==> config.mk <==
export PLATFORM = sky130hd
export DESIGN_NAME = bsg_tag_tx_serializer_flat
export DESIGN_NICKNAME = d
export VERILOG_FILES = /design/src/rtl/bsg_tag_tx_pkg.sv /design/src/rtl/bsg_tag_tx_serializer_if.sv /design/src/rtl/bsg_tag_tx_pack.sv /design/src/rtl/bsg_tag_tx_serializer.sv /design/src/flat_wrapper.sv
export SDC_FILE = /design/constraint.sdc
export NUM_CORES = 1
export LEC_CHECK = 0
export BUFFER_PORTS_ARGS = -buffer_cell sky130_fd_sc_hd__clkbuf_2
export CORE_UTILIZATION = 41
export CTS_BUF_LIST = sky130_fd_sc_hd__clkbuf_8
export DETAILED_ROUTE_END_ITERATION = 16
export PLACE_DENSITY = 0.62
export SETUP_SLACK_MARGIN = 0.1
export SLEW_MARGIN = 20
export SYNTH_ARGS = -nofsm -noshare
export SYNTH_HDL_FRONTEND = slang
export SYNTH_HIERARCHICAL = 1
export SYNTH_SLANG_ARGS = --single-unit
==> constraint.sdc <==
create_clock -name clk_i -period 2.1 [get_ports clk_i]
set_input_delay 0.21 -clock clk_i [delete_from_list [all_inputs] [get_ports clk_i]]
set_output_delay 0.21 -clock clk_i [all_outputs]
set_load 0.05 [all_outputs]
==> src/rtl/bsg_tag_tx_pkg.sv <==
// Shared types and constants for the bsg_tag transmit serializer.
// Holds the local-client geometry, the derived field widths, the FSM state
// encoding, the parallel command struct and the packet-length helper.
package bsg_tag_tx_pkg;

    // Local tag client geometry of this chip (osc, dly and mon clients).
    localparam int bsg_chip_tag_local_els_gp          = 7;
    localparam int bsg_chip_tag_max_payload_width_gp  = 3;

    localparam int max_payload_width_lp = bsg_chip_tag_max_payload_width_gp;
    localparam int id_width_lp          = $clog2(bsg_chip_tag_local_els_gp);
    localparam int len_width_lp         = $clog2(max_payload_width_lp + 1);

    // Start bit, len, data_not_reset and node_id are always sent.
    localparam int header_bits_lp       = 1 + len_width_lp + 1 + id_width_lp;
    localparam int max_packet_bits_lp   = header_bits_lp + max_payload_width_lp;
    localparam int bit_cnt_width_lp     = $clog2(max_packet_bits_lp + 1);
    localparam int gap_cnt_width_lp     = 4;

    typedef enum logic [1:0] {
        IDLE  = 2'd0,
        SHIFT = 2'd1,
        GAP   = 2'd2
    } state_e;

    typedef struct packed {
        logic [len_width_lp-1:0]         len;
        logic                            data_not_reset;
        logic [id_width_lp-1:0]          node_id;
        logic [max_payload_width_lp-1:0] payload;
    } bsg_tag_tx_cmd_s;

    // Total number of serial bits for a packet carrying len payload bits.
    function automatic logic [bit_cnt_width_lp-1:0] packet_bits(input logic [len_width_lp-1:0] len);
        return bit_cnt_width_lp'(header_bits_lp) + bit_cnt_width_lp'(len);
    endfunction

endpackage

==> src/rtl/bsg_tag_tx_serializer_if.sv <==
// Command handshake between the configuration source and the tag serializer.
//   v              source -> serializer  command valid
//   ready_and      serializer -> source  command can be taken this cycle
//   node_id        destination client index
//   data_not_reset 1 = data packet, 0 = client reset packet
//   len            payload bit count
//   payload        payload, LSB-aligned
interface bsg_tag_tx_serializer_if;
    import bsg_tag_tx_pkg::*;

    logic                            v;
    logic                            ready_and;
    logic [id_width_lp-1:0]          node_id;
    logic                            data_not_reset;
    logic [len_width_lp-1:0]         len;
    logic [max_payload_width_lp-1:0] payload;

    modport master (output v, node_id, data_not_reset, len, payload, input ready_and);
    modport slave  (input v, node_id, data_not_reset, len, payload, output ready_and);

endinterface

==> src/rtl/bsg_tag_tx_pack.sv <==
// Combinational packer for one bsg_tag command.
//   cmd_i    parallel command fields
//   word_o   packet bits, bit 0 is transmitted first
//   n_bits_o number of bits in the packet
//   legal_o  command addresses an existing client with a legal length
module bsg_tag_tx_pack
    import bsg_tag_tx_pkg::*;
#(
    parameter int els_p               = bsg_chip_tag_local_els_gp,
    parameter int max_payload_width_p = bsg_chip_tag_max_payload_width_gp
) (
    input  bsg_tag_tx_cmd_s                cmd_i,
    output logic [max_packet_bits_lp-1:0]  word_o,
    output logic [bit_cnt_width_lp-1:0]    n_bits_o,
    output logic                           legal_o
);

    logic [max_payload_width_lp-1:0] payload_mask;

    // Payload bits at or above len are zeroed so they can never leak onto
    // the line even though the shift word always has room for them.
    always_comb begin
        payload_mask = '0;
        for (int i = 0; i < max_payload_width_lp; i++) begin
            payload_mask[i] = (i < int'(cmd_i.len));
        end
        word_o   = {cmd_i.payload & payload_mask, cmd_i.node_id,
                    cmd_i.data_not_reset, cmd_i.len, 1'b1};
        n_bits_o = packet_bits(cmd_i.len);
        legal_o  = (int'(cmd_i.len) <= max_payload_width_p) &&
                   (int'(cmd_i.node_id) < els_p);
    end

endmodule

==> src/rtl/bsg_tag_tx_serializer.sv <==
// Transmit end of the bsg_tag serial protocol.
//   clk_i       tag clock
//   reset_i     asynchronous active-high reset
//   cmd_if      command handshake (slave side)
//   tag_data_o  serial tag line, idle low, registered
//   busy_o      packet or trailing gap in progress
//   err_o       one-cycle pulse after a rejected command was taken
module bsg_tag_tx_serializer
    import bsg_tag_tx_pkg::*;
#(
    parameter int els_p               = bsg_chip_tag_local_els_gp,
    parameter int max_payload_width_p = bsg_chip_tag_max_payload_width_gp,
    parameter int gap_p               = 2
) (
    input  logic                    clk_i,
    input  logic                    reset_i,
    bsg_tag_tx_serializer_if.slave  cmd_if,
    output logic                    tag_data_o,
    output logic                    busy_o,
    output logic                    err_o
);

    localparam logic [gap_cnt_width_lp-1:0] gap_last_lp =
        (gap_p > 0) ? gap_cnt_width_lp'(gap_p - 1) : '0;

    state_e                          state_q, state_d;
    logic [max_packet_bits_lp-1:0]   shift_q, shift_d;
    logic [bit_cnt_width_lp-1:0]     bit_cnt_q, bit_cnt_d;
    logic [gap_cnt_width_lp-1:0]     gap_cnt_q, gap_cnt_d;
    logic                            tag_data_q, tag_data_d;
    logic                            busy_q, busy_d;
    logic                            err_q, err_d;

    bsg_tag_tx_cmd_s                 cmd;
    logic [max_packet_bits_lp-1:0]   word;
    logic [bit_cnt_width_lp-1:0]     n_bits;
    logic                            legal;

    always_comb begin
        cmd.len            = cmd_if.len;
        cmd.data_not_reset = cmd_if.data_not_reset;
        cmd.node_id        = cmd_if.node_id;
        cmd.payload        = cmd_if.payload;
    end

    bsg_tag_tx_pack #(
        .els_p               (els_p),
        .max_payload_width_p (max_payload_width_p)
    ) pack (
        .cmd_i    (cmd),
        .word_o   (word),
        .n_bits_o (n_bits),
        .legal_o  (legal)
    );

    // Next state and outputs. The start bit is loaded into the output flop at
    // the accept edge, so bit_cnt holds the number of bits still to follow the
    // one currently on the line; the packet ends when it reads zero.
    always_comb begin
        state_d    = state_q;
        shift_d    = shift_q;
        bit_cnt_d  = bit_cnt_q;
        gap_cnt_d  = gap_cnt_q;
        tag_data_d = 1'b0;
        err_d      = 1'b0;
        case (state_q)
            IDLE: begin
                if (cmd_if.v) begin
                    if (legal) begin
                        state_d    = SHIFT;
                        tag_data_d = word[0];
                        shift_d    = word >> 1;
                        bit_cnt_d  = n_bits - bit_cnt_width_lp'(1);
                    end else begin
                        err_d = 1'b1;
                    end
                end
            end
            SHIFT: begin
                if (bit_cnt_q != '0) begin
                    tag_data_d = shift_q[0];
                    shift_d    = shift_q >> 1;
                    bit_cnt_d  = bit_cnt_q - bit_cnt_width_lp'(1);
                end else begin
                    state_d   = (gap_p > 0) ? GAP : IDLE;
                    gap_cnt_d = gap_last_lp;
                end
            end
            GAP: begin
                if (gap_cnt_q == '0) begin
                    state_d = IDLE;
                end else begin
                    gap_cnt_d = gap_cnt_q - gap_cnt_width_lp'(1);
                end
            end
            default: begin
                state_d = IDLE;
            end
        endcase
        busy_d = (state_d != IDLE);
    end

    // State register; reset drops the line immediately and abandons any packet.
    always_ff @(posedge clk_i or posedge reset_i) begin
        if (reset_i) begin
            state_q    <= IDLE;
            shift_q    <= '0;
            bit_cnt_q  <= '0;
            gap_cnt_q  <= '0;
            tag_data_q <= 1'b0;
            busy_q     <= 1'b0;
            err_q      <= 1'b0;
        end else begin
            state_q    <= state_d;
            shift_q    <= shift_d;
            bit_cnt_q  <= bit_cnt_d;
            gap_cnt_q  <= gap_cnt_d;
            tag_data_q <= tag_data_d;
            busy_q     <= busy_d;
            err_q      <= err_d;
        end
    end

    assign cmd_if.ready_and = (state_q == IDLE);
    assign tag_data_o       = tag_data_q;
    assign busy_o           = busy_q;
    assign err_o            = err_q;

endmodule

==> src/flat_wrapper.sv <==
// flat-port wrapper written by rule: the top's interface ports become plain ports
module bsg_tag_tx_serializer_flat import bsg_tag_tx_pkg::*;
#(
    parameter int els_p               = bsg_chip_tag_local_els_gp,
    parameter int max_payload_width_p = bsg_chip_tag_max_payload_width_gp,
    parameter int gap_p               = 2
)
  (clk_i, reset_i, tag_data_o, busy_o, err_o, cmd_if_v, cmd_if_node_id, cmd_if_data_not_reset, cmd_if_len, cmd_if_payload, cmd_if_ready_and);
  bsg_tag_tx_serializer_if cmd_if_i ();
  input  logic clk_i;
  input  logic reset_i;
  output logic tag_data_o;
  output logic busy_o;
  output logic err_o;
  input wire logic [$bits(cmd_if_i.v)-1:0] cmd_if_v;
  input wire logic [$bits(cmd_if_i.node_id)-1:0] cmd_if_node_id;
  input wire logic [$bits(cmd_if_i.data_not_reset)-1:0] cmd_if_data_not_reset;
  input wire logic [$bits(cmd_if_i.len)-1:0] cmd_if_len;
  input wire logic [$bits(cmd_if_i.payload)-1:0] cmd_if_payload;
  output wire logic [$bits(cmd_if_i.ready_and)-1:0] cmd_if_ready_and;
  assign cmd_if_i.v = cmd_if_v;
  assign cmd_if_i.node_id = cmd_if_node_id;
  assign cmd_if_i.data_not_reset = cmd_if_data_not_reset;
  assign cmd_if_i.len = cmd_if_len;
  assign cmd_if_i.payload = cmd_if_payload;
  assign cmd_if_ready_and = cmd_if_i.ready_and;
  bsg_tag_tx_serializer #(.els_p(els_p), .max_payload_width_p(max_payload_width_p), .gap_p(gap_p)) u_core (.clk_i(clk_i), .reset_i(reset_i), .cmd_if(cmd_if_i), .tag_data_o(tag_data_o), .busy_o(busy_o), .err_o(err_o));
endmodule
# == Yosys cells after proc, flatten, opt, wreduce, memory -nomap -nowiden ==
# Cells that the tools add are included.
# word_totals
mem_bits_ro,0
ram_bits,0
latch_bits,0
n_memories,0
output_inout_bits,4
elab_cells,54
regBits,23
inputBits,12
# classes
n_reduce_logical,8
n_bitwise,1
mul,0
add_sub_neg,4
order_cmp,4
eq_ne,7
div_mod_pow,0
n_mux,23
shift,0
# ops
operator,n
10-bit 2-to-1 mux,3
4-bit 2-to-1 mux,5
10-bit one-hot mux with 2 select lines,1
4-bit one-hot mux with 2 select lines,2
"4-bit by 1-bit subtractor with 4-bit output, second input constant",3
2-bit 2-to-1 mux,4
1-bit 2-to-1 mux,6
"2-bit inequality test, second input constant",3
2-bit one-hot mux with 3 select lines,1
2-bit nonzero test,3
"3-bit by 2-bit adder with 4-bit output, first input constant",1
4-bit logical NOT,1
"1-bit by 2-bit < comparator with 1-bit output, first input constant",2
"2-bit by 1-bit inequality test with 1-bit output, second input constant",2
4-bit AND reduction,1
4-bit nonzero test,1
3-bit AND,1
"3-bit < comparator, second input constant",1
3-bit AND reduction,1
"2-bit by 1-bit == test with 1-bit output, second input constant",1
"2-bit == test, second input constant",1
2-bit logical NOT,1
"2-bit < comparator, first input constant",1
1-bit one-hot mux with 2 select lines,1

# == Logic depth before layout (Yosys ltp) ==
# logic_depth
word_depth,5
mapped_depth,8
ltp_nobuf,8

# == Cells and area by module ==
# The synthesis kept the hierarchy.
# by_module_without_submodules
module,instances,area_per_inst_um2,cells_per_inst
bsg_tag_tx_serializer,1,1101.1,112
bsg_tag_tx_pack,1,140.1,19

# == Worst setup path before layout ==
# Ideal clock, no wire load.
# synth_timing
kind,reg-to-reg
from,register u_core.state_q[1]
to,register u_core.bit_cnt_q[2]
path_slack_ns,0.368
path_stages_with_launch,9
path_buffers,2
setup_ns,0.094
period_less_slack_ns,1.732
arrival_ns,1.638
path_cell_list,dfrtp_1 -> nand2b_1 -> buf_2 -> buf_1 -> mux2i_1 -> ha_1 -> nand2b_1 -> a21oi_1 -> a211oi_1
# synth_via
elab_chain_cells,3
elab_cells_between_ends,8
cone_classes,eq/ne (4); mux (1); reduce/logical (3)
# synth_rtl
element,line_no,rtl
from (decl),bsg_tag_tx_serializer.sv:26,"state_e state_q, state_d;"
from (signal assigned),bsg_tag_tx_serializer.sv:114,state_q <= state_d;
2-bit by 1-bit == test with 1-bit output or 2-bit logical NOT (tied branches),bsg_tag_tx_serializer.sv:66,case (state_q)
2-bit by 1-bit inequality test with 1-bit output (no source line) (tied with other cells),--,
4-bit AND reduction (no source line),--,
to (signal assigned),bsg_tag_tx_serializer.sv:116,bit_cnt_q <= bit_cnt_d;
to (decl),bsg_tag_tx_serializer.sv:28,"logic [bit_cnt_width_lp-1:0] bit_cnt_q, bit_cnt_d;"
# Several ways; a longest one is shown, not always the timed one.
# A chain may end at the register's enable or synchronous reset.

# == Worst setup path after layout ==
# layout_timing
from,register u_core.bit_cnt_q[0]
to,register u_core.bit_cnt_q[0]
# layout_via
elab_chain_cells,3
elab_cells_between_ends,6
cone_classes,add/sub (1); eq/ne (1); mux (2); reduce/logical (2)
# layout_rtl
element,line_no
4-bit by 1-bit subtractor with 4-bit output or 4-bit nonzero test (tied branches),"bsg_tag_tx_serializer.sv:83, bsg_tag_tx_serializer.sv:80"
4-bit 2-to-1 mux or 2-bit by 1-bit inequality test with 1-bit output (tied branches),--
4-bit one-hot mux with 2 select lines or 4-bit AND reduction (tied branches),--
# Several ways; a longest one is shown, not always the timed one. The select of a mux whose other input is x is not followed.

==> reports/summary.txt <==
Failing checks: design-rule violations
Die span in x: 57.02 µm
CTS clk-pin slew, worst paths: 0.08 ns
Clock latency on the worst-skew pair: 0.27 ns
TritonCTS clock tree: yes
Detailed-route vias per instance: 5.485
Library cells used by synthesis: 39
Die Height: 57.02 µm
Count of instances resized after the clock tree is built: 0
Standard cell with the maximum stage delay on the critical path: sky130_fd_sc_hd__or4_4
Hold-fix buffers at CTS: 0
Initial core utilization: 0.4425
Max-capacitance violation count: 0
Root buf cell: sky130_fd_sc_hd__clkbuf_8
Standard-cell rows: 19
Worst stage delay on the critical path: 0.59 ns
First-pass GRT wire length: 3905 µm
Via count of the routed design: 938
Final worst hold slack: 0.07929 ns
Leftover overflow at the end of global routing: 0
Layout area overhead: 7.460%
DRC viols: 4
H-tree Lvls: 1
Number of failing setup endpoints in the final timing report: 0
Worst rel slew slack: 0.4401
Pin slew with the least headroom to its limit: 0.8390 ns
Portion of the clock cycle consumed by the worst path in the final layout: 0.8752
CP Cell Sequence: or4_4, a21oi_4, inv_2, mux2_1
Kind of end point of the critical path: register
Mean Syn Cell Area: 9.475 µm²
Core area: 2805 µm²
Number of placed cells counting well taps: 168
Die area: 3251 µm²
Launching point of the worst reg2reg path: u_core/bit_cnt_q[0]$_DFFE_PP0P_
Result of the run: finished with violations
EDFF count, synth: 0
Final estimated routing congestion in global placement: 0.7733
Most frequently used flop master after synthesis: sky130_fd_sc_hd__dfrtp_1
Largest net degree at the start of global routing: 23
Path category of the worst min-delay check: primary input to async pin
Iteration-0 DRC count of the detailed router: 31
Proportion of layout cells with a drive suffix above 1: 0.2143
Buffers from clock root to sink, at most: 2
Power per standard cell area: 1445 nW/µm²
Antenna Nets Post-Route: 0
Routed wire per std cell: 13.88 µm
Portion of the post-synthesis area used by sequential elements: 0.4435
Leakage power of the design: 0.6300 nW
FFs w/ async S/R, synth: 1.000
Data required time of the worst path: 2.25 ns
Number of storage elements in the synthesis netlist: 22
Number of nets in the layout: 159
Count of port buffers added during placement: 15
Syn Nets: 148
Sum Neg Setup Slack: 0 ns
DR pass1 iterations: 11
Count of antenna diodes in the layout: 0
Largest fanout on the critical path: 21
Number of global-route vias before repair: 893
Setup repair after global routing missed its margin: false
Fraction of post-synthesis cell area in the top cell type by area: 0.4435
Launching element type of the critical path: register
Top post-synthesis cells by area: sky130_fd_sc_hd__dfrtp_1 44%, sky130_fd_sc_hd__nand2_1 5.4%, sky130_fd_sc_hd__ha_1 5.0%, sky130_fd_sc_hd__buf_4 4.8%, sky130_fd_sc_hd__nor2_1 4.8%
Yosys top cell by area: sky130_fd_sc_hd__dfrtp_1
Total routing resource utilization after global routing: 0.1585
Post-CTS Setup Inserts: 0
WL final: 2374 µm
Max Clock Freq: 0.5441 GHz
Classification of the worst setup path: register to register
HPWL after detailed placement: 1770 µm
Worst IR drop on VDD: 469.5 µV
Final Max Slew Viols: 0
Number of antenna violations at the first check in global routing: 0
Total clock buffers created by CTS: 3
Synthesized area: 1241 µm²
Post-route minimum period: 1.838 ns
Synthesized instance count: 131
Non-filler instance count after layout: 171
Number of ports placed on the die boundary: 16
Critical path arrival: 1.99 ns
Worst setup path startpoint: u_core/bit_cnt_q[0]$_DFFE_PP0P_
Worst Clk Skew: 0.003042 ns
Number of warnings printed during yosys synthesis: 6
Fin. Hold Viols: 0
Clock net sink count: 22
flip-flops by register name, indices dropped and copies added (netlist names):
name               count
u_core/bit_cnt_q       4
u_core/busy_o          1
u_core/err_o           1
u_core/gap_cnt_q       4
u_core/shift_q         9
u_core/state_q         2
u_core/tag_data_o      1
synth_stat cells (all sizes together) (2+ instances only):
library cell	count
a31oi	9
and2	2
ha	5
o31ai	2
nand3	2
dfrtp	22
mux2	2
nand2	18
inv	9
a21oi	5
or4	2
buf	12
a32o	2
nand2b	3
nor2	16
or3	2
nor2b	2
mux2i	4
where the power goes:
group	internal [mW]	switching, mW
clock	0.128	0.138
combinational	0.370	0.579
sequential	0.598	0.114
final timing paths:
check | endpoint | slack (ns) | cells after the start
min reg2reg | u_core/gap_cnt_q[0]$_DFFE_PP0P_ | 0.49 | 1
max | u_core/bit_cnt_q[0]$_DFFE_PP0P_ | 0.26 | 4
max in group asynchronous | u_core/busy_o$_DFF_PP0_ | 1.50 | 2
max reg2reg | u_core/bit_cnt_q[0]$_DFFE_PP0P_ | 0.26 | 4
min | u_core/shift_q[4]$_DFFE_PP0P_ | 0.08 | 2
min in group clk_i | u_core/err_o$_DFF_PP0_ | 0.15 | 3
logic make-up (layout without fill, tap and decap cells):
| group | count (synthesis) | after routing | synth area share |
|---|---|---|---|
| and+or+nand+nor | 53 | 53 | 0.2177 |
| AOI/OAI and AO/OA | 22 | 22 | 0.1321 |
| DFF | 22 | 22 | 0.4435 |
| buffers and inverters | 21 | 30 | 0.09576 |
| muxes | 6 | 6 | 0.05040 |
| adders and majority gates | 5 | 5 | 0.05040 |
| other | 1 | 1 | 0.003021 |
| xor gates and xnor gates | 1 | 1 | 0.007058 |
area by class of cell:
type,instances,area [µm²]
clock buffers,3,41.29
fillers,270,1471
inverters,9,33.78
multi-input cells,88,571.8
flip-flops and latches,22,550.5
well taps,31,38.79
repair buffers,18,97.59
critical path, delay by kind of cell, from the launching register on:
family	cells	cell delay, ns
mux	1	0.35
simple gates	1	0.59
compound gates	1	0.21
buf+inv	1	0.17
flops	1	0.40
routing by layer:
layer  wire length (µm)  vias to the layer above  track usage
met1               1084                      461       0.2061
met5                  0                        -            0
li1                   -                      453            -
met2               1136                       21       0.2471
met3                117                        3      0.03855
met4                 36                        0      0.08014
metrics by stage:
stage / utilization / power, mW / setup WS, ns / cell area (µm²)
detailed placement: 0.4607 / 1.671 / 0.2723 / 1292
global route: 0.4755 / 2.075 / 0.1391 / 1334
floorplan: - / 1.479 / 0.3676 / 1241
CTS: 0.4755 / 1.937 / 0.2594 / 1334
global placement: 0.4607 / 1.614 / 0.3207 / 1292
finish: 0.4755 / 1.927 / 0.2621 / 1334
cell usage in the layout (no fill, tap or decap), types with 2 or more instances in the layout:
cell type,count
sky130_fd_sc_hd__dfrtp_1,22
sky130_fd_sc_hd__nand2_1,18
sky130_fd_sc_hd__nor2_1,16
sky130_fd_sc_hd__clkbuf_2,15
sky130_fd_sc_hd__a31oi_1,9
sky130_fd_sc_hd__inv_1,8
sky130_fd_sc_hd__ha_1,5
sky130_fd_sc_hd__mux2i_1,4
sky130_fd_sc_hd__clkbuf_8,3
sky130_fd_sc_hd__nand2b_1,3
sky130_fd_sc_hd__a21oi_1,3
sky130_fd_sc_hd__buf_4,3
sky130_fd_sc_hd__nand3_1,2
sky130_fd_sc_hd__a32o_1,2
sky130_fd_sc_hd__or3_1,2
sky130_fd_sc_hd__o31ai_1,2
sky130_fd_sc_hd__and2_1,2
Power figures use the tool's default switching activity.
